File: src/rtl/mips_ctrl_pkg.sv
// Shared encodings for the multi-cycle MIPS control path: controller state,
// opcode/funct values and the datapath select codes. The AluOp values are
// also decoded by the ALU control unit, so both sides import them from here.
package mips_ctrl_pkg;

  typedef enum logic [3:0] {
    S_RESET   = 4'd0,
    S_FETCH   = 4'd1,
    S_DECODE  = 4'd2,
    S_MEMADR  = 4'd3,
    S_MEMRD   = 4'd4,
    S_MEMWB   = 4'd5,
    S_MEMWR   = 4'd6,
    S_EXEC    = 4'd7,
    S_ALUWB   = 4'd8,
    S_BRANCH  = 4'd9,
    S_ORIEX   = 4'd10,
    S_ORIWB   = 4'd11,
    S_JUMP    = 4'd12,
    S_JR      = 4'd13,
    S_JAL     = 4'd14,
    S_ILLEGAL = 4'd15
  } state_t;

  // Opcodes (IR[31:26])
  localparam logic [5:0] OP_RTYPE = 6'd0;
  localparam logic [5:0] OP_J     = 6'd2;
  localparam logic [5:0] OP_JAL   = 6'd3;
  localparam logic [5:0] OP_BEQ   = 6'd4;
  localparam logic [5:0] OP_ORI   = 6'd13;
  localparam logic [5:0] OP_LW    = 6'd35;
  localparam logic [5:0] OP_SW    = 6'd43;

  // Funct codes (IR[5:0]) that change the control sequence
  localparam logic [5:0] FN_SLL = 6'd0;
  localparam logic [5:0] FN_JR  = 6'd8;

  // AluOp encodings
  localparam logic [2:0] ALUOP_ADD   = 3'd0;
  localparam logic [2:0] ALUOP_SUB   = 3'd1;
  localparam logic [2:0] ALUOP_FUNCT = 3'd2;
  localparam logic [2:0] ALUOP_OR    = 3'd3;
  localparam logic [2:0] ALUOP_SLL   = 3'd4;

  // ALUSrcB selects
  localparam logic [2:0] SRCB_B       = 3'd0;
  localparam logic [2:0] SRCB_FOUR    = 3'd1;
  localparam logic [2:0] SRCB_SEXT    = 3'd2;
  localparam logic [2:0] SRCB_SEXT_SH = 3'd3;
  localparam logic [2:0] SRCB_ZEXT    = 3'd4;

  // RegDst selects
  localparam logic [1:0] REGDST_RT = 2'd0;
  localparam logic [1:0] REGDST_RD = 2'd1;
  localparam logic [1:0] REGDST_RA = 2'd2;

  // MemtoReg selects
  localparam logic [1:0] M2R_ALUOUT = 2'd0;
  localparam logic [1:0] M2R_MDR    = 2'd1;
  localparam logic [1:0] M2R_PC     = 2'd2;

  // PCSource selects
  localparam logic [1:0] PCSRC_ALU    = 2'd0;
  localparam logic [1:0] PCSRC_ALUOUT = 2'd1;
  localparam logic [1:0] PCSRC_JUMP   = 2'd2;
  localparam logic [1:0] PCSRC_REGA   = 2'd3;

endpackage

File: src/rtl/multicycle_main_control.sv
// Main control FSM for the multi-cycle MIPS datapath. Moore outputs per state,
// except IRWrite/PCWrite in FETCH which wait for mem_ready.
// Optional feature: define MULTICYCLE_JAL_EN to add the JAL state (opcode 3);
// without it opcode 3 is treated as an illegal instruction.
module multicycle_main_control
  import mips_ctrl_pkg::*;
(
  input  logic       clk,
  input  logic       reset,
  input  logic [5:0] opcode,
  input  logic [5:0] func,
  input  logic       mem_ready,
  output logic       PCWrite,
  output logic       PCWriteCond,
  output logic       IorD,
  output logic       MemRead,
  output logic       MemWrite,
  output logic       IRWrite,
  output logic       RegWrite,
  output logic       ALUSrcA,
  output logic [2:0] ALUSrcB,
  output logic [1:0] RegDst,
  output logic [1:0] MemtoReg,
  output logic [1:0] PCSource,
  output logic [2:0] AluOp,
  output logic       illegal_op
);

  state_t state_q, state_d;

  // State register with synchronous reset; reset aborts any instruction in flight.
  // NOTE: sequential state uses non-blocking (<=) so every flop samples pre-edge values.
  always_ff @(posedge clk) begin
    if (reset) state_q <= S_RESET;
    else       state_q <= state_d;
  end

  // Next-state decode; opcode/func are only consulted in DECODE and MEMADR.
  // NOTE: state_d gets a default first so no path leaves it unassigned (no latch).
  always_comb begin
    state_d = state_q;
    case (state_q)
      S_RESET:  state_d = S_FETCH;
      S_FETCH:  state_d = mem_ready ? S_DECODE : S_FETCH;
      S_DECODE: begin
        case (opcode)
          OP_LW, OP_SW: state_d = S_MEMADR;
          OP_RTYPE:     state_d = (func == FN_JR) ? S_JR : S_EXEC;
          OP_BEQ:       state_d = S_BRANCH;
          OP_ORI:       state_d = S_ORIEX;
          OP_J:         state_d = S_JUMP;
`ifdef MULTICYCLE_JAL_EN
          OP_JAL:       state_d = S_JAL;
`endif
          default:      state_d = S_ILLEGAL;
        endcase
      end
      S_MEMADR: state_d = (opcode == OP_LW) ? S_MEMRD : S_MEMWR;
      S_MEMRD:  state_d = mem_ready ? S_MEMWB : S_MEMRD;
      S_MEMWR:  state_d = mem_ready ? S_FETCH : S_MEMWR;
      S_EXEC:   state_d = S_ALUWB;
      S_ORIEX:  state_d = S_ORIWB;
      default:  state_d = S_FETCH;   // MEMWB, ALUWB, ORIWB, BRANCH, JUMP, JR, JAL, ILLEGAL
    endcase
  end

  // Output decode: everything 0 unless the current state drives it.
  always_comb begin
    PCWrite     = 1'b0;
    PCWriteCond = 1'b0;
    IorD        = 1'b0;
    MemRead     = 1'b0;
    MemWrite    = 1'b0;
    IRWrite     = 1'b0;
    RegWrite    = 1'b0;
    ALUSrcA     = 1'b0;
    ALUSrcB     = SRCB_B;
    RegDst      = REGDST_RT;
    MemtoReg    = M2R_ALUOUT;
    PCSource    = PCSRC_ALU;
    AluOp       = ALUOP_ADD;
    illegal_op  = 1'b0;
    case (state_q)
      S_FETCH: begin
        MemRead = 1'b1;
        ALUSrcB = SRCB_FOUR;
        IRWrite = mem_ready;
        PCWrite = mem_ready;
      end
      S_DECODE: ALUSrcB = SRCB_SEXT_SH;   // branch target into ALUOut
      S_MEMADR: begin
        ALUSrcA = 1'b1;
        ALUSrcB = SRCB_SEXT;
      end
      S_MEMRD: begin
        MemRead = 1'b1;
        IorD    = 1'b1;
      end
      S_MEMWB: begin
        RegWrite = 1'b1;
        MemtoReg = M2R_MDR;
      end
      S_MEMWR: begin
        MemWrite = 1'b1;
        IorD     = 1'b1;
      end
      S_EXEC: begin
        ALUSrcA = 1'b1;
        AluOp   = (func == FN_SLL) ? ALUOP_SLL : ALUOP_FUNCT;
      end
      S_ALUWB: begin
        RegWrite = 1'b1;
        RegDst   = REGDST_RD;
      end
      S_BRANCH: begin
        ALUSrcA     = 1'b1;
        AluOp       = ALUOP_SUB;
        PCWriteCond = 1'b1;
        PCSource    = PCSRC_ALUOUT;
      end
      S_ORIEX: begin
        ALUSrcA = 1'b1;
        ALUSrcB = SRCB_ZEXT;
        AluOp   = ALUOP_OR;
      end
      S_ORIWB: RegWrite = 1'b1;
      S_JUMP: begin
        PCWrite  = 1'b1;
        PCSource = PCSRC_JUMP;
      end
      S_JR: begin
        PCWrite  = 1'b1;
        PCSource = PCSRC_REGA;
      end
`ifdef MULTICYCLE_JAL_EN
      S_JAL: begin
        PCWrite  = 1'b1;
        PCSource = PCSRC_JUMP;
        RegWrite = 1'b1;
        RegDst   = REGDST_RA;
        MemtoReg = M2R_PC;          // PC already holds PC+4
      end
`endif
      S_ILLEGAL: illegal_op = 1'b1;
      default: ;                      // RESET: all outputs stay 0
    endcase
  end

endmodule

File: config.mk
export PLATFORM = sky130hd
export DESIGN_NAME = multicycle_main_control
export DESIGN_NICKNAME = d
export VERILOG_FILES = /design/src/rtl/mips_ctrl_pkg.sv /design/src/rtl/multicycle_main_control.sv
export SDC_FILE = /design/constraint.sdc
export NUM_CORES = 1
export LEC_CHECK = 0
export CORE_UTILIZATION = 41
export CTS_CLUSTER_DIAMETER = 60
export DETAILED_ROUTE_END_ITERATION = 10
export PLACE_DENSITY = 0.86
export SLEW_MARGIN = 0
export SYNTH_ARGS = -nofsm -noshare
export SYNTH_HDL_FRONTEND = slang
export SYNTH_SLANG_ARGS = --single-unit
File: constraint.sdc
create_clock -name clk -period 2.3 [get_ports clk]
set_clock_uncertainty 0.2 [all_clocks]
set_input_delay 0.23 -clock clk [delete_from_list [all_inputs] [get_ports clk]]
set_output_delay 0.23 -clock clk [all_outputs]
set_load 0.02 [all_outputs]
==> results by group <==
Layout
  • P&R area growth vs syn: 62.8%
  • Final core occ: 0.760
  • Ratio of cells with drive above 1 in the final layout: 0.165
  • Area of combinational cells with multiple inputs: between 500 and 600 um^2
  • Commonest non-fill, non-tap cell in the layout: clkdlybuf4s50_1
  • Max reg flops: 4
  • Antenna diode instance count: 0
  • Sequential cell area: 82.6 um^2
  • Registers with the most flip-flops: state_q: 4 flops
  • Filler Cell Count: 119
  • Highest-count cells in the layout ignoring fill and taps: 29 x clkdlybuf4s50_1, 19 x nor2_1, 7 x buf_4
  • Largest register by flop count: state_q
  • Final net count: 150

Power and ir drop
  • Total power per unit cell area: 318 nW/um^2
  • Design Power: 0.335 mW
  • Peak VDD IR: ~0.25 mV
  • Leakage power summed over all cells: 0.463 nW

Routing
  • Drc violations: 0
  • Residual antenna-violating net count after detailed routing: 0
  • First DRT Iteration DRCs: 21
  • Via/cell ratio: 5.67
  • Post-detailed-route wirelength per cell: about 13 um
  • Number of iterations in the first detailed-routing pass: 4
  • Wirelength, routed: 1870 um
  • Total number of vias: 839

Status
  • Outcome: completed

Timing
  • Pins over their slew limit: 0
  • Fraction of the cycle the final worst path needs: 0.961
  • Hold slack: approximately 0.45 ns
  • Post-layout min period: 2.21 ns
  • Max-slew headroom: 0.669
  • Final Hold Vio Count: 0
  • Setup TNS: 0 ns
  • Slew of the pin with the lowest slew margin: 0.490 ns
  • Smallest setup slack after layout: ~0.089 ns
  • Max Clock Freq: between 400 and 500 MHz
  • Final count of negative-setup-slack endpoints: 0

Synthesis
  • Cell taking the most area after synthesis: dfxtp_1
  • Cell count after synthesis: 96
  • Compound-cell area share of the yosys netlist: 0.271
  • Fraction of the yosys area taken by sequential cells: 0.124
  • Area share of the largest cell type after synthesis: 0.124
  • Synth Area in XOR/XNOR: 0.0136
  • Cell Area, Synth: 646 um^2
  • Synth warn: 0
  • Mux contribution to synthesized area: 0.0465
  • Mean cell area of the mapped netlist: 6.73 um^2
  • Number of distinct library cells after synthesis: 40
  • Area share of fa/ha/maj cells after synthesis: 0
  • Async SR Flop Fraction: 0
  • Largest family of logic cells by synthesized area: simple AND/OR/NAND/NOR gates
  • Top cells by area in the synthesized netlist: dfxtp_1 12%, nor2_1 12%, nand2b_1 5.8%
  • Simple-gate share of the synthesized area: 0.450
  • EDFF count, synth: 0
  • Main synth FF type: dfxtp_1
  • Number of register bits inferred by synthesis: 4

Global routing
  • First-pass GRT wire length: approximately 3200 um
  • Via count of the first global-routing pass: 811
  • Overall routing resource usage: 0.232
  • Overflow left after global routing: 0
  • Largest net degree at the start of global routing: 12
  • Antenna violations before repair: 0

Placement
  • Setup Slack @ Placement: between 0.1 and 0.15 ns
  • Port Buf Inserts: 33
  • Dpl hpwl: approximately 1500 um
  • Gpl congestion: approximately 0.84

Die
  • Number of placed I/O pins: 36
  • Core area: ~1400 um^2
  • Die outline area: 1740 um^2
  • Overall die height: 41.7 um
  • Effective utilization at floorplan: 0.467
  • Row Count: 13
  • Die outline width: 41.7 um

CTS
  • # clock sinks: 4
  • Hold_buf cts: 0
  • Count of buffers added by post-CTS timing repair for setup: 0
  • Maximum number of buffers from clock root to sink: 2
  • CTS HTree Levels: 1
  • Cell at the root of the clock tree: clkbuf_4
  • Clock latency at the later pin of the worst-skew pair: 0.23 ns
  • TritonCTS clock tree: done
  • Num CTS Buffers: 3
  • Clock transition at the registers of the reported paths: ~0.040 ns

Worst setup path
  • Required @ worst endpoint: 1.87 ns
  • Capturing element type of the critical path: primary output
  • Worst reg-to-reg setup slack: 0.68 ns
  • Signal arrival time at the worst endpoint: 1.78 ns
  • Worst-path maximum fanout: 4
  • Setup CP Type: reg -> out
  • Type of origin of the critical path: flip-flop

Hold path
  • Path category of the worst min-delay check: reg -> reg

Flow run
  • Max-cap viol count: 0
critical path, cell delays in order, from the launching register on:
cell and delay [ns]:
dfxtp_1 0.32, inv_1 0.15, nor2_2 0.07, and3_1 0.19
or2_2 0.29, clkdlybuf4s50_1 0.53
cells in the mapped netlist (2+ instances only):
cell type and n:
mux2i_1 3, and2_1 2, o21ai_0 5, nor4_1 2, nor3_1 4, a21oi_1 4
inv_1 3, a21o_1 2, buf_4 2, o22ai_1 2, buf_2 4, dfxtp_1 4
nand2b_1 6, nor2_1 21, a211oi_1 2, nand2_1 5, nor2b_1 2
where the power goes:
group / switching, mW / internal, mW
Combinational: 0.0842 / 0.0830
Clock: 0.0286 / 0.0584
Sequential: 0.00599 / 0.0744
layout make-up:
type	count	area share
clock buffers	3	0.0214
inverters	3	0.0107
multi-input cells	83	0.498
flip-flops and latches	4	0.0786
well taps	15	0.0179
repair buffers	40	0.374
cells by family (layout without fill, tap and decap cells):
family | after synthesis | count (layout)
flip-flops | 4 | 4
other | 1 | 2
multiplexers | 3 | 3
XOR/XNOR | 1 | 1
buffers and inverters | 10 | 46
AO/OA/AOI/OAI | 23 | 23
AND/OR/NAND/NOR | 54 | 54
through the flow:
stage	cell area, um^2	instances
floorplan	649	97
global placement	1000	145
detailed placement	1000	145
CTS	1030	148
global route	1050	148
finish	1050	148
path summary, 6_finish.rpt:
kind | start | to | depth (start not counted)
max | state_q[0]$_SDFF_PP0_ | PCWrite | 5
min | state_q[3]$_SDFF_PP0_ | state_q[2]$_SDFF_PP0_ | 2
max reg2reg | state_q[0]$_SDFF_PP0_ | state_q[1]$_SDFF_PP0_ | 4
min reg2reg | state_q[3]$_SDFF_PP0_ | state_q[2]$_SDFF_PP0_ | 2
routing by layer:
metal | up-vias | share of wire | global-route usage
met2 | 50 | 0.54 | 0.444
met4 | 0 | 0.021 | 0.148
met1 | 369 | 0.37 | 0.219
met5 | - | 0 | 0
li1 | 414 | - | -
met3 | 6 | 0.073 | 0.0435
what timing repair did:
action | 4_1_cts | 5_1_grt
gates resized for setup | 2 | 7
endpoints found under the setup margin | 2 | 5
pin swaps | 0 | 0
hold endpoints to repair | 0 | 0
No activity file was read; power rests on OpenSTA's default activity.
